File: src/rtl/weight_fifo_ctrl_if.sv
// Bundle between the weight-FIFO load/drain controller and its environment.
//   cfg_start/cfg_rows      : load command and row count (sampled together)
//   in_valid/in_ready/in_data : weight-row handshake into the controller
//   drain_start             : skewed-drain command
//   fifo_en/fifo_w_in       : per-column shift enables and stage-0 row to the weight FIFO
//   loaded/busy/done        : status
// Modport "slave" is the controller view; "master" is the driver/environment view.
interface weight_fifo_ctrl_if #(
  parameter int DATA_WIDTH = 16,
  parameter int FIFO_WIDTH = 16,
  parameter int FIFO_DEPTH = 16
);
  logic                        cfg_start;
  logic [$clog2(FIFO_DEPTH):0] cfg_rows;
  logic                        in_valid;
  logic                        in_ready;
  logic [DATA_WIDTH-1:0]       in_data   [0:FIFO_WIDTH-1];
  logic                        drain_start;
  logic [FIFO_WIDTH-1:0]       fifo_en;
  logic [DATA_WIDTH-1:0]       fifo_w_in [0:FIFO_WIDTH-1];
  logic                        loaded;
  logic                        busy;
  logic                        done;

  modport slave (
    input  cfg_start, cfg_rows, in_valid, in_data, drain_start,
    output in_ready, fifo_en, fifo_w_in, loaded, busy, done
  );

  modport master (
    output cfg_start, cfg_rows, in_valid, in_data, drain_start,
    input  in_ready, fifo_en, fifo_w_in, loaded, busy, done
  );
endinterface

File: src/rtl/weight_fifo_ctrl.sv
// Load/drain controller for a FIFO_DEPTH x FIFO_WIDTH systolic weight FIFO.
// A load shifts R data rows in (R from cfg_rows, 0 or oversize meaning a full
// load), then zero rows so every load totals FIFO_DEPTH shifts. A drain then
// shifts each column j for FIFO_DEPTH cycles starting at cycle j, giving the
// diagonal skew the array expects.
// Ports:
//   clk  : rising-edge clock
//   rstn : asynchronous active-low reset
//   bus  : weight_fifo_ctrl_if.slave (commands, row handshake, FIFO drive, status)
module weight_fifo_ctrl #(
  parameter int DATA_WIDTH = 16,
  parameter int FIFO_WIDTH = 16,
  parameter int FIFO_DEPTH = 16
) (
  input  logic              clk,
  input  logic              rstn,
  weight_fifo_ctrl_if.slave bus
);

  // One counter serves fill rows, pad cycles and drain index k; it must reach
  // FIFO_DEPTH+FIFO_WIDTH-2 without wrapping.
  localparam int CW = $clog2(FIFO_DEPTH + FIFO_WIDTH) + 1;

  localparam logic [2:0] S_IDLE  = 3'd0;
  localparam logic [2:0] S_FILL  = 3'd1;
  localparam logic [2:0] S_PAD   = 3'd2;
  localparam logic [2:0] S_FULL  = 3'd3;
  localparam logic [2:0] S_DRAIN = 3'd4;

  localparam logic [CW-1:0] DEPTH_C  = CW'(FIFO_DEPTH);
  localparam logic [CW-1:0] LAST_K_C = CW'(FIFO_DEPTH + FIFO_WIDTH - 2);
  localparam logic [CW-1:0] ONE_C    = CW'(1);

  logic [2:0]            state_q, state_d;
  logic [CW-1:0]         cnt_q, cnt_d;
  logic [CW-1:0]         rows_q, rows_d;
  logic [CW-1:0]         cfg_ext_s;
  logic                  in_ready_s;
  logic [FIFO_WIDTH-1:0] fifo_en_s;
  logic [DATA_WIDTH-1:0] w_in_s [0:FIFO_WIDTH-1];

  assign cfg_ext_s = CW'(bus.cfg_rows);

  // Next-state, counter and zero-latency FIFO drive decode.
  always_comb begin
    state_d    = state_q;
    cnt_d      = cnt_q;
    rows_d     = rows_q;
    in_ready_s = 1'b0;
    fifo_en_s  = '0;
    for (int j = 0; j < FIFO_WIDTH; j++) begin
      w_in_s[j] = '0;
    end
    case (state_q)
      S_IDLE: begin
        if (bus.cfg_start) begin
          state_d = S_FILL;
          cnt_d   = '0;
          // Zero or oversize row count means a full-depth load.
          if ((cfg_ext_s == '0) || (cfg_ext_s > DEPTH_C)) begin
            rows_d = DEPTH_C;
          end else begin
            rows_d = cfg_ext_s;
          end
        end else begin
          state_d = S_IDLE;
        end
      end
      S_FILL: begin
        in_ready_s = 1'b1;
        if (bus.in_valid) begin
          fifo_en_s = '1;
          for (int j = 0; j < FIFO_WIDTH; j++) begin
            w_in_s[j] = bus.in_data[j];
          end
          if ((cnt_q + ONE_C) == rows_q) begin
            cnt_d   = '0;
            state_d = (rows_q < DEPTH_C) ? S_PAD : S_FULL;
          end else begin
            cnt_d = cnt_q + ONE_C;
          end
        end else begin
          cnt_d = cnt_q;
        end
      end
      S_PAD: begin
        // Zero rows fill the stages the short load left behind.
        fifo_en_s = '1;
        if ((cnt_q + ONE_C) == (DEPTH_C - rows_q)) begin
          cnt_d   = '0;
          state_d = S_FULL;
        end else begin
          cnt_d = cnt_q + ONE_C;
        end
      end
      S_FULL: begin
        if (bus.drain_start) begin
          cnt_d   = '0;
          state_d = S_DRAIN;
        end else begin
          state_d = S_FULL;
        end
      end
      S_DRAIN: begin
        // Column j shifts during k = j .. j+FIFO_DEPTH-1.
        for (int j = 0; j < FIFO_WIDTH; j++) begin
          fifo_en_s[j] = (cnt_q >= CW'(j)) && (cnt_q < CW'(j + FIFO_DEPTH));
        end
        if (cnt_q == LAST_K_C) begin
          cnt_d   = '0;
          state_d = S_IDLE;
        end else begin
          cnt_d = cnt_q + ONE_C;
        end
      end
      default: begin
        state_d = S_IDLE;
        cnt_d   = '0;
        rows_d  = '0;
      end
    endcase
  end

  // State, counter and latched row-count registers.
  always_ff @(posedge clk or negedge rstn) begin
    if (!rstn) begin
      state_q <= S_IDLE;
      cnt_q   <= '0;
      rows_q  <= '0;
    end else begin
      state_q <= state_d;
      cnt_q   <= cnt_d;
      rows_q  <= rows_d;
    end
  end

  assign bus.in_ready  = in_ready_s;
  assign bus.fifo_en   = fifo_en_s;
  assign bus.fifo_w_in = w_in_s;
  assign bus.loaded    = (state_q == S_FULL);
  assign bus.busy      = (state_q != S_IDLE);
  assign bus.done      = (state_q == S_DRAIN) && (cnt_q == LAST_K_C);

endmodule
File: src/flat_wrapper.sv
// flat-port wrapper written by rule: the top's interface ports become plain ports
module weight_fifo_ctrl_flat 
#(
  parameter int DATA_WIDTH = 16,
  parameter int FIFO_WIDTH = 16,
  parameter int FIFO_DEPTH = 16
)
  (clk, rstn, bus_cfg_start, bus_cfg_rows, bus_in_valid, bus_in_data, bus_drain_start, bus_in_ready, bus_fifo_en, bus_fifo_w_in, bus_loaded, bus_busy, bus_done);
  weight_fifo_ctrl_if #(.DATA_WIDTH(DATA_WIDTH), .FIFO_WIDTH(FIFO_WIDTH), .FIFO_DEPTH(FIFO_DEPTH)) bus_i ();
  input  logic clk;
  input  logic rstn;
  input wire logic [$bits(bus_i.cfg_start)-1:0] bus_cfg_start;
  input wire logic [$bits(bus_i.cfg_rows)-1:0] bus_cfg_rows;
  input wire logic [$bits(bus_i.in_valid)-1:0] bus_in_valid;
  input wire logic [$bits(bus_i.in_data)-1:0] bus_in_data;
  input wire logic [$bits(bus_i.drain_start)-1:0] bus_drain_start;
  output wire logic [$bits(bus_i.in_ready)-1:0] bus_in_ready;
  output wire logic [$bits(bus_i.fifo_en)-1:0] bus_fifo_en;
  output wire logic [$bits(bus_i.fifo_w_in)-1:0] bus_fifo_w_in;
  output wire logic [$bits(bus_i.loaded)-1:0] bus_loaded;
  output wire logic [$bits(bus_i.busy)-1:0] bus_busy;
  output wire logic [$bits(bus_i.done)-1:0] bus_done;
  assign bus_i.cfg_start = bus_cfg_start;
  assign bus_i.cfg_rows = bus_cfg_rows;
  assign bus_i.in_valid = bus_in_valid;
  assign bus_i.in_data = {>>{bus_in_data}};
  assign bus_i.drain_start = bus_drain_start;
  assign bus_in_ready = bus_i.in_ready;
  assign bus_fifo_en = bus_i.fifo_en;
  assign bus_fifo_w_in = {>>{bus_i.fifo_w_in}};
  assign bus_loaded = bus_i.loaded;
  assign bus_busy = bus_i.busy;
  assign bus_done = bus_i.done;
  weight_fifo_ctrl #(.DATA_WIDTH(DATA_WIDTH), .FIFO_WIDTH(FIFO_WIDTH), .FIFO_DEPTH(FIFO_DEPTH)) u_core (.clk(clk), .rstn(rstn), .bus(bus_i));
endmodule
File: config.mk
export PLATFORM = sky130hd
export DESIGN_NAME = weight_fifo_ctrl_flat
export DESIGN_NICKNAME = d
export VERILOG_FILES = /design/src/rtl/weight_fifo_ctrl_if.sv /design/src/rtl/weight_fifo_ctrl.sv /design/src/flat_wrapper.sv
export SDC_FILE = /design/constraint.sdc
export NUM_CORES = 1
export LEC_CHECK = 0
export CAP_MARGIN = 30
export CELL_PAD_IN_SITES_DETAIL_PLACEMENT = 0
export CELL_PAD_IN_SITES_GLOBAL_PLACEMENT = 1
export CORE_AREA = 2 2 210 212
export DETAILED_ROUTE_END_ITERATION = 7
export DIE_AREA = 0 0 212 214
export DONT_BUFFER_PORTS = 1
export PLACE_DENSITY_LB_ADDON = 0.1
export SLEW_MARGIN = 0
export SYNTH_ARGS = -nofsm -noshare
export SYNTH_HDL_FRONTEND = slang
export SYNTH_SLANG_ARGS = --single-unit
File: constraint.sdc
create_clock -name clk -period 2.4 [get_ports clk]
set_clock_uncertainty 0.1 [all_clocks]
set_input_delay 0.12 -clock clk [delete_from_list [all_inputs] [get_ports clk]]
set_output_delay 0.12 -clock clk [all_outputs]
set_load 0.005 [all_outputs]
Word-level counts from Yosys, hierarchy flattened. Index checks and enable logic that the tools add are counted.

Reduce and logical (&&, ||, !) cells: 25. $lt $le $gt $ge: 34. Bitwise gates (word level): 1. Mux-type cells: 23. Add/subtract/negate cells: 2. Equality and inequality tests: 13.

Operators with widths (number): $mux W256 (2); $lt A6 B5 Y1 const B (17); $ge A6 B4 Y1 const B (8); $pmux W16 S3 (1); $mux W6 (7); $pmux W6 S5 (1); $ge A6 B3 Y1 const B (4); $logic_and A1 B1 Y1 (17); $mux W16 (1); $mux W3 (5); $pmux W3 S5 (1); $eq A6 B6 Y1 (2); $ge A6 B1 Y1 const B (2); $ge A6 B2 Y1 const B (2); $pmux W6 S2 (1); $add A6 B1 Y6 const B (1); $eq A3 B2 Y1 const B (2); $eq A6 B5 Y1 const B (1); $logic_not A6 Y1 (1); $ne A2 B1 Y1 const B (3); $ne A2 B2 Y1 const B (3); $sub A5 B6 Y6 const A (1); $gt A5 B5 Y1 const B (1); $mux W5 (1); other kinds (11) (13).

Output and inout bits: 276. Word-level logic and storage cells: 101. Input bits: 266. Register bits after elaboration: 15.

Depth between registers and ports, before layout.
Depth in word-level cells: 5. Mapped depth: 8. Mapped depth without buffers: 8.

Least setup slack after synthesis. No wires, ideal clock.

Path kind: flip-flop to flip-flop. Start: reg u_core.rows_q[0]. End: reg u_core.cnt_q[0]. Data arrival time: 2.070 ns. Buffers on the path: 0. Cell stages (with the launch flop): 9. Setup slack: 0.089 ns. Path through: dfrtp_1 -> inv_1 -> ha_1 -> nor3b_1 -> ha_1 -> xnor3_1 -> nand3_1 -> o41ai_4 -> o211ai_1.

Longest elaborated chain between the ends: 4. Elaborated cells on any way between the ends: 7. Those cells by class: add/sub (1); eq/ne (2); mux (4).

RTL lines: start: declaration (line weight_fifo_ctrl.sv:36) `logic [CW-1:0] rows_q, rows_d;`; start signal: assignment (line weight_fifo_ctrl.sv:133) `rows_q <= rows_d;`; $sub A5 B6 Y6 / $eq A6 B6 Y1 (equally long branches) (line weight_fifo_ctrl.sv:89, weight_fifo_ctrl.sv:76); $eq A6 B6 Y1 / $mux W6 (equally long branches) (line weight_fifo_ctrl.sv:89, weight_fifo_ctrl.sv:76); $mux W6, on equally long branches (line weight_fifo_ctrl.sv:89, weight_fifo_ctrl.sv:71); $pmux W6 S5 (*) (line weight_fifo_ctrl.sv:54) `case (state_q)`; end signal: assignment (line weight_fifo_ctrl.sv:132) `cnt_q <= cnt_d;`; end: declaration (line weight_fifo_ctrl.sv:35) `logic [CW-1:0] cnt_q, cnt_d;`.

Every way passes the cells marked *; elsewhere a longest branch is shown, timed or not. The select of a mux whose other input is x is not followed. A chain may end at the register's enable or synchronous reset.

Worst setup path after layout.
Start: reg u_core.cnt_q[0]. End: reg u_core.cnt_q[3].

Longest elaborated chain between the ends: 5. Elaborated cells on any way between the ends: 9. Those cells by class: add/sub (1); eq/ne (3); mux (5).

RTL lines: $add A6 B1 Y6; $eq A6 B6 Y1 (line weight_fifo_ctrl.sv:76) `if ((cnt_q + ONE_C) == rows_q) begin`; $mux W6 (line weight_fifo_ctrl.sv:76); $mux W6 (line weight_fifo_ctrl.sv:71) `if (bus.in_valid) begin`; $pmux W6 S5 (*) (line weight_fifo_ctrl.sv:54).

Marks and branches as above.

==> impl_results.md <==
- Status: complete, no violations
- Clk buf depth: 2
- R2R Setup Slk: 0.08 ns
- Post-synthesis cell count: 523
- Max VDD drop: 0.481 mV
- Initial core utilization: 7.93%
- Clk_lat worst skew: 0.25 ns
- Fill count: 5060
- Yosys cell types: 45
- H-tree depth: 1
- Die width: 212 um
- CP cell instances: ha_1 > and3_2 > xnor3_1 > nand3_2 > o41ai_4 > buf_6 > a31oi_4
- Initial DRC count: 431
- First-pass detailed-route iteration total: 4
- Post-Place Cell Area: 4130 sq um
- R2r startpoint: u_core.cnt_q[0]$_DFFE_PN0P_
- R2r endpoint: u_core.cnt_q[3]$_DFFE_PN0P_
- Synthesized flop and latch total: 14
- Final nets: 766
- Final period util: 96.6%
- Crit-path leading delay family: compound AO/OA/AOI/OAI gates
- Worst path arrival time: 2.34 ns
- Main synth FF type: dfrtp_1
- Final Hold Viols: 0
- Worst Setup Start Kind: register
- First-pass GRT wire length: 33.7 mm
- Via count: 4216
- Critical path capture point type: register
- Setup TNS: 0 ns
- Mapped Area: 3400 sq um
- Share of layout cells above drive strength 1: 11.0%
- CTS tree: built
- Port Buffer Count: 0
- Vias per cell: 3.90
- PD cells: 1120 nW/um^2
- Largest net degree at the start of global routing: 260
- Vias in the first global route: 3834
- MaxCap Viol Count: 0
- Final ANT Viol Nets: 0
- Syn avg cell area: 6.50 sq um
- Synth Net Count: 797
- Gr ovfl total: 0
- Fmax: 431 MHz
- Hold path cells: 3
- All-Layer GR Usage: 10.2%
- Min Tclk post-route: 2.32 ns
- Clk slew on worst S/H paths: 0.05 ns
- Die span in y: 214 um
- Post-synthesis sequential area ratio: 10.3%
- Unrepaired setup endpoints after global routing: true
- Post-DP HPWL: 21.7 mm
- Critical path data required time: 2.42 ns
- Slowest CP cell: dfrtp_2
- Clk sinks: 14
- Rel. slew slack: 45.2%
- Final wirelength: 25.4 mm
- Core area: 42900 sq um
- Hold_sp: bus_cfg_start
- Number of flops mapped to enable cells by yosys: 0
- Kind of critical path: register to register
- Multi-input logic area: 2770 sq um
- Worst-Margin Slew: 0.820 ns
- Register area: 353 sq um
- Asr flop ratio synth: 100%
- Total CTS buffers: 3
- Ports: 542
- Syn-to-layout area delta: 27.3%
- Largest stage delay, worst path: 0.46 ns
- Crit. Startpoint: u_core.cnt_q[0]$_DFFE_PN0P_
- Die ar.: 45400 sq um
- Worst Path Buf+Inv: 1
- Final Setup Violations: 0
- Row cnt: 76
- Clock Tree Root: clkbuf_16
- DRC Markers: 0
- Initial antenna violation count: 24
- Hold path endpoint: u_core.rows_q[4]$_DFFE_PN0P_
- Min-delay worst type: input port to register
- Post-Layout Inst Area: 4330 sq um
- Max-slew violation count: 0
- Static leakage: 2.24 nW
- YS warnings: 0
- Per-cell routed wire length: 23.5 um
- CP max FO: 6
- RePlAce Congestion: 0.876
- Worst R2R Path Depth: 7
per-layer routing:
metal / vias to the layer above / part of all wire, % / wire, um / global-route usage, %
met5: - / 0.22 / 57 / 0
met4: 8 / 1.3 / 318 / 0.892
met3: 41 / 9.3 / 2360 / 3.58
li1: 1827 / - / - / -
met1: 2047 / 39 / 9880 / 12.3
met2: 293 / 50 / 12800 / 17.8
area by class of cell:
cell class / count / share of cell area [%]
clock buffers: 4 / 2.05
diodes: 4 / 0.231
well taps: 585 / 16.9
inverters: 9 / 0.780
multi-input cells: 426 / 64.0
flip-flops and latches: 14 / 8.15
repair buffers: 38 / 7.91
kinds of logic after synthesis:
| family | count (synthesis) | share of synthesized area [%] |
|---|---|---|
| AOI/OAI and AO/OA | 63 | 12.3 |
| xor gates and xnor gates | 23 | 7.36 |
| adders and majority gates | 8 | 2.94 |
| buffers and inverters | 83 | 9.45 |
| DFF | 14 | 10.3 |
| and+or+nand+nor | 332 | 57.6 |
where the power goes:
group / total (W) / switching, W / internal, W
Clock: 0.000373 / 0.000119 / 0.000254
Sequential: 0.000421 / 0.000107 / 0.000313
Combinational: 0.00407 / 0.00256 / 0.00151
Total: 0.00486 / 0.00278 / 0.00208
worst max-delay path by stage:
stage,to,cells past startpoint
after floorplan,u_core.cnt_q[0]$_DFFE_PN0P_,8
after global placement,u_core.cnt_q[0]$_DFFE_PN0P_,9
after detailed placement,u_core.cnt_q[1]$_DFFE_PN0P_,9
after CTS,u_core.cnt_q[1]$_DFFE_PN0P_,9
after global routing,u_core.cnt_q[1]$_DFFE_PN0P_,9
final,u_core.cnt_q[3]$_DFFE_PN0P_,7
worst reg2reg max path, delay by kind of cell, from the launching register on:
kind / cells / cell delay [ns]
buf+inv: 1 / 0.18
flops: 1 / 0.46
xor+xnor: 1 / 0.39
compound gates: 2 / 0.47
fa+ha+maj: 1 / 0.23
simple gates: 2 / 0.37
registers in the layout, indices dropped and copies added, names as in the netlist:
name	cells
u_core.rows_q	5
u_core.cnt_q	6
u_core.state_q	3
through the flow:
stage,utilization (%),hold WS (ns),cells,setup WS (ns),total power (W)
global route,10.1,0.108,1077,-0.0451,0.00527
floorplan,-,-0.276,523,0.0886,0.00313
global placement,9.63,-0.275,1066,-0.0488,0.00445
detailed placement,9.63,-0.275,1066,-0.0678,0.00441
CTS,9.89,0.0593,1072,0.0187,0.00483
finish,10.1,0.0859,1080,0.0809,0.00486
synthesized netlist by cell type (6+ instances only):
cell	n	share of area, %
and3_1	259	48
nor3_1	9	1.3
xnor2_1	8	2.1
dfrtp_1	14	10
clkbuf_1	65	7.2
a31oi_1	6	1.1
a21oi_1	9	1.3
nand2_1	30	3.3
xor2_1	11	2.8
o21ai_0	24	3.5
buf_2	6	0.88
nor2_1	12	1.3
ha_1	8	2.9
inv_1	9	0.99
repair_timing:
item / 4_1_cts / 5_1_grt
pin swaps: 0 / 8
setup endpoints to repair: 6 / 20
setup buffers: 0 / 4
resized for setup: 1 / 11
endpoints found under the hold margin: 16 / 0
hold buffers: 2 / 0
cells in the final DEF (no fill, tap or decap), drive strengths merged, types with 2 or more instances in the layout:
cell and n:
inv 9, xnor2 9, o2111ai 2, o41ai 3, a31oi 6, xnor3 3
a21oi 9, diode 4, dfrtp 14, clkbuf 4, o21ai 24, nor2b 3
buf 36, or2 2, and2 2, nor3 9, o31ai 2, a21boi 2
o211ai 2, and3 259, or3 2, nand2 30, nor2 12, a22o 5
ha 8, nand3 5, nand4 2, nor3b 2, nand2b 2, dlygate4sd3 2
xor2 11
(Power assumes the default switching activity.)
